[src/rtl/imem_port_arbiter.sv]
// imem_port_arbiter: shares one single-port instruction SRAM between the core (port 0)
// and the debug SBA (port 1) with round-robin fairness, a debug lock and window errors.
module imem_port_arbiter #(
    parameter int                    ADDR_WIDTH = 32,
    parameter int                    DATA_WIDTH = 32,
    parameter int                    MEM_WORDS  = 4096,
    parameter logic [ADDR_WIDTH-1:0] BASE_ADDR  = 32'h0100_0000,
    parameter int                    LOCK_MAX   = 255,
    localparam int                   BW         = DATA_WIDTH / 8,
    localparam int                   WA         = $clog2(MEM_WORDS)
) (
    input  logic                  clk_in,
    input  logic                  reset,
    input  logic                  p0_req,
    input  logic [ADDR_WIDTH-1:0] p0_addr,
    input  logic                  p0_we,
    input  logic [BW-1:0]         p0_be,
    input  logic [DATA_WIDTH-1:0] p0_wdata,
    output logic                  p0_gnt,
    output logic                  p0_rvalid,
    output logic [DATA_WIDTH-1:0] p0_rdata,
    output logic                  p0_err,
    input  logic                  p1_req,
    input  logic [ADDR_WIDTH-1:0] p1_addr,
    input  logic                  p1_we,
    input  logic [BW-1:0]         p1_be,
    input  logic [DATA_WIDTH-1:0] p1_wdata,
    input  logic                  p1_lock,
    output logic                  p1_gnt,
    output logic                  p1_rvalid,
    output logic [DATA_WIDTH-1:0] p1_rdata,
    output logic                  p1_err,
    output logic                  sram_req,
    output logic                  sram_we,
    output logic [WA-1:0]         sram_addr,
    output logic [BW-1:0]         sram_be,
    output logic [DATA_WIDTH-1:0] sram_wdata,
    input  logic [DATA_WIDTH-1:0] sram_rdata
);
    localparam int                  CW   = $clog2(LOCK_MAX + 1);
    localparam logic [CW-1:0]       CMAX = CW'(LOCK_MAX);
    localparam logic [ADDR_WIDTH:0] SPAN = (ADDR_WIDTH + 1)'(4 * MEM_WORDS);

    typedef enum logic {ST_RR, ST_LOCK} state_t;

    state_t                r_state, w_state_nxt;
    logic                  r_last;
    logic [CW-1:0]         r_cnt, w_cnt_nxt;
    logic                  r_rsp_vld, r_rsp_own, r_rsp_err, r_rsp_rd;
    logic                  w_g0, w_g1, w_acc, w_at_max, w_yield, w_we, w_in_win;
    logic [ADDR_WIDTH-1:0] w_addr, w_off;
    logic [BW-1:0]         w_be;
    logic [DATA_WIDTH-1:0] w_wdata;

    // r_last=1 means port 1 was granted last, so port 0 wins the next tie
    assign w_at_max = r_cnt == CMAX;
    assign w_yield  = (r_state == ST_LOCK) && w_at_max && p0_req;
    assign w_g0     = reset && (r_state == ST_RR) && p0_req && (!p1_req || r_last);
    assign w_g1     = reset && p1_req && ((r_state == ST_LOCK) ? !w_yield : (!p0_req || !r_last));
    assign w_acc    = w_g0 || w_g1;
    assign p0_gnt   = w_g0;
    assign p1_gnt   = w_g1;

    assign w_addr   = w_g1 ? p1_addr  : p0_addr;
    assign w_we     = w_g1 ? p1_we    : p0_we;
    assign w_be     = w_g1 ? p1_be    : p0_be;
    assign w_wdata  = w_g1 ? p1_wdata : p0_wdata;
    assign w_off    = w_addr - BASE_ADDR;
    assign w_in_win = (w_addr >= BASE_ADDR) && ({1'b0, w_off} < SPAN);

    assign sram_req   = w_acc && w_in_win;
    assign sram_we    = sram_req && w_we;
    assign sram_addr  = sram_req ? w_off[WA+1:2] : '0;
    assign sram_be    = sram_req ? w_be : '0;
    assign sram_wdata = sram_req ? w_wdata : '0;

    always_comb begin
        w_state_nxt = r_state;
        w_cnt_nxt   = r_cnt;
        if (r_state == ST_RR) begin
            if (w_g1 && p1_lock) begin
                w_state_nxt = ST_LOCK;
                w_cnt_nxt   = CW'(1);
            end
        end else begin
            if (w_g1 && !w_at_max) w_cnt_nxt = r_cnt + 1'b1;
            // hand back on lock release, or once the burst budget is spent while the core waits
            if (!p1_lock || w_yield || (w_g1 && p0_req && w_cnt_nxt == CMAX)) begin
                w_state_nxt = ST_RR;
                w_cnt_nxt   = '0;
            end
        end
    end

    always_ff @(posedge clk_in or negedge reset) begin
        if (!reset) begin
            r_state   <= ST_RR;
            r_last    <= 1'b1;
            r_cnt     <= '0;
            r_rsp_vld <= 1'b0;
            r_rsp_own <= 1'b0;
            r_rsp_err <= 1'b0;
            r_rsp_rd  <= 1'b0;
        end else begin
            r_state   <= w_state_nxt;
            r_cnt     <= w_cnt_nxt;
            if (w_acc) r_last <= w_g1;
            r_rsp_vld <= w_acc;
            r_rsp_own <= w_g1;
            r_rsp_err <= w_acc && !w_in_win;
            r_rsp_rd  <= sram_req && !w_we;
        end
    end

    assign p0_rvalid = r_rsp_vld && !r_rsp_own;
    assign p1_rvalid = r_rsp_vld && r_rsp_own;
    assign p0_err    = p0_rvalid && r_rsp_err;
    assign p1_err    = p1_rvalid && r_rsp_err;
    assign p0_rdata  = (p0_rvalid && r_rsp_rd) ? sram_rdata : '0;
    assign p1_rdata  = (p1_rvalid && r_rsp_rd) ? sram_rdata : '0;
endmodule
[config.mk]
export PLATFORM = sky130hd
export DESIGN_NAME = imem_port_arbiter
export DESIGN_NICKNAME = d
export VERILOG_FILES = /design/src/rtl/imem_port_arbiter.sv
export SDC_FILE = /design/constraint.sdc
export NUM_CORES = 1
export LEC_CHECK = 0
export ABC_AREA = 1
export BUFFER_PORTS_ARGS = -buffer_cell sky130_fd_sc_hd__buf_4
export CAP_MARGIN = 0
export CORE_AREA = 3 3 113 115
export CTS_CLUSTER_SIZE = 28
export DETAILED_ROUTE_END_ITERATION = 16
export DIE_AREA = 0 0 116 118
export PLACE_DENSITY = 0.54
export SETUP_SLACK_MARGIN = 0.2
export SYNTH_ARGS = -nofsm -noshare
export SYNTH_HDL_FRONTEND = slang
export SYNTH_SLANG_ARGS = --single-unit
[constraint.sdc]
create_clock -name clk_in -period 2.8 [get_ports clk_in]
set_input_delay 0.14 -clock clk_in [delete_from_list [all_inputs] [get_ports clk_in]]
set_output_delay 0.14 -clock clk_in [all_outputs]
set_load 0.02 [all_outputs]
==> flow_summary.toml <==
[status]
outcome = "complete, no violations"

[synthesis]
netlist_instances = 495
syn_avg_cell_area_um2 = 5.23
ys_ff_latch = 14
syn_area_um2 = 2590
synth_area_leaders = "nand2_1, inv_1, dfrtp_1"
yosys.area.top_type = "nand2_1"
synth_top_cell_area_share_pct = 23.3
ys_warn_count = 0
ys_seq_area_share_pct = 13.6
syn_nets = 671
synth.distinct_cells = 32

[sta]
fin_setup_tns_ns = 0
fin_skew_ns = 0.00588
layout_setup_ws_ns = 0.223
worstMarginPinSlew_ns = 1.04
slew_headroom_pct = 30.6
finalSetupViolCount = 0
holdWs_ns = 0.273
hold_viol_final = 0
fmax_ghz = 0.388
period_minus_slack_ns = 2.58
fin_crit_sh_pct = 92.0
final_max_slew_viol_count = 0
rsz0062_at_grt = "yes"

[layout]
antenna_cells = 0
layout.nets = 969
final_cell_area_um2 = 5240
drive_gt1_share_pct = 49.0
layout_commonest_cell = "buf_4"
mostFrequentLayoutCells = "buf_4, nand2_1, inv_1, nor2_1, nor2_2"
stdcell_count = 939
syn2layout_area_growth_pct = 102
fin_util_pct = 44.0

[route]
ant_nets = 0
wl_um = 12200
drt_iter0_drc = 141
dr.pass1.iters = 4
wire_per_inst_um = 13.0
vias_per_cell = 4.25
drc_errors = 0
vias = 3989

[pwr]
comb_power_share_pct = 58.2
sw_frac_of_total_pct = 40.8
power.density_nw_per_um2 = 268
peakVddDrop_uv = 217
seq_power_share_pct = 22.1
p_leak_nw = 3.25
power_mw = 1.40
p_sw_mw = 0.573
pwr-share-clk_pct = 19.7
p_int_mw = 0.830

[floorplan]
fp.dieW_um = 116
start_util_pct = 21.7
rows = 40
die_h_um = 118
die_area_um2 = 13700
core-area_um2 = 11900
ios = 295

[critical_path]
crit_type = "reg -> out"
cp.required_ns = 2.66
cp_max_fo = 9
worstSetupEndpointType = "output port"
critPathLaunchType = "register"
worstPathArrival_ns = 2.44

[grt]
grt_pass1_vias = 3722
antenna_found_initial = 0
grt_start_max_net_pins = 50
grt_pass1_wl_um = 17600
grt_util_all_layers_pct = 15.8
grt_overflow = 0

[placement]
gp_congestion = 0.861
post-place-cells = 918
post-place-ws_ns = 0.210
io_buffers = 290
postPlaceCellArea_um2 = 4900
place_hpwl_um = 10100

[clocking]
cts_tree = "done"
cts_buffers = 3
cts.path.max_buffers = 2
cts.sinks = 14
clk_pin_slew_ns = 0.05
htreeDepth = 1
cts_root_buf = "clkbuf_16"
clock_latency_ns = 0.25

[flow_run]
cap_viol_max_count = 0

[min_path]
hold_path.class = "in -> reg"
==> cell type report <==
type                            count  area [um2]
Fill cell                        1260        6670
Timing Repair Buffer              314        2470
Multi-Input combinational cell    365        1790
Inverter                           95         364
Sequential cell                    14         352
Tap cell                          147         184
Clock buffer                        4        78.8
==> per-layer routing <==
layer	GRT usage [%]	wire, um	vias to the layer above	part of all wire, %
met5	0	0	-	0
met3	2.78	1050	7	8.6
li1	-	-	2052	-
met1	17.1	4610	1741	38
met2	31.2	6480	189	53
met4	2.97	84	0	0.69
==> sequential cells by signal, indices dropped and copies added, names as in the netlist <==
register and count:
r_cnt 8, r_rsp_err 1, r_rsp_vld 1, r_state 1, r_rsp_rd 1, r_rsp_own 1
r_last 1
==> cells in the mapped netlist (all sizes together) <==
library cell  instances
nand2               164
nor2                133
inv                  95
buf                  15
nand3                15
dfrtp                13
mux2i                13
o21ai                 9
clkbuf                7
nor3                  7
o22ai                 5
nand4                 4
nand3b                3
nor4                  3
a21oi                 2
a31oi                 1
and3                  1
dfstp                 1
ha                    1
nor2b                 1
o31ai                 1
or2                   1
==> logic make-up after synthesis <==
group	after synthesis	share of synthesized area [%]
AO/OA/AOI/OAI	18	4.16
multiplexers	13	5.03
flip-flops	14	13.6
buffers and inverters	117	19.0
adder cells (fa/ha/maj)	1	0.483
AND/OR/NAND/NOR	332	57.7
==> worst max-delay path, stage by stage (launching register included) <==
cell,delay [ns]
dfrtp_1,0.37
ha_2,0.20
nand2_2,0.07
nor2_4,0.14
nand3b_1,0.20
nand2_4,0.21
mux2i_4,0.30
nand4_4,0.13
buf_12,0.17
clkbuf_16,0.17
nor2_2,0.08
buf_4,0.15
==> power groups by stage <==
stage	combinational, mW	clock (mW)	sequential, mW
6_report	0.816	0.276	0.310
5_1_grt	0.920	0.292	0.319
4_1_cts	0.799	0.280	0.308
3_5_place_dp	0.746	0	0.320
3_3_place_gp	0.735	0	0.317
2_1_floorplan	0.446	0	0.303
==> timing repair <==
| item | CTS | global route |
|---|---|---|
| gates cloned | 1 | 3 |
| pin swaps | 1 | 7 |
| setup endpoints to repair | 50 | 50 |
| setup buffers | 5 | 7 |
| endpoints found under the hold margin | 14 | 14 |
| resized for setup | 10 | 15 |
==> final timing paths <==
kind                           from             to  slack (ns)  cells past startpoint
min reg2reg                  r_last         r_last        0.51                      2
max in group asynchronous     reset        r_state        1.92                      2
max reg2reg                r_cnt[0]       r_rsp_rd        0.56                     11
min                          p1_req         r_last        0.27                      3
min in group asynchronous     reset       r_rsp_rd        0.47                      2
max                        r_cnt[0]  sram_wdata[0]        0.22                     11
Power figures use the tool's default switching activity.
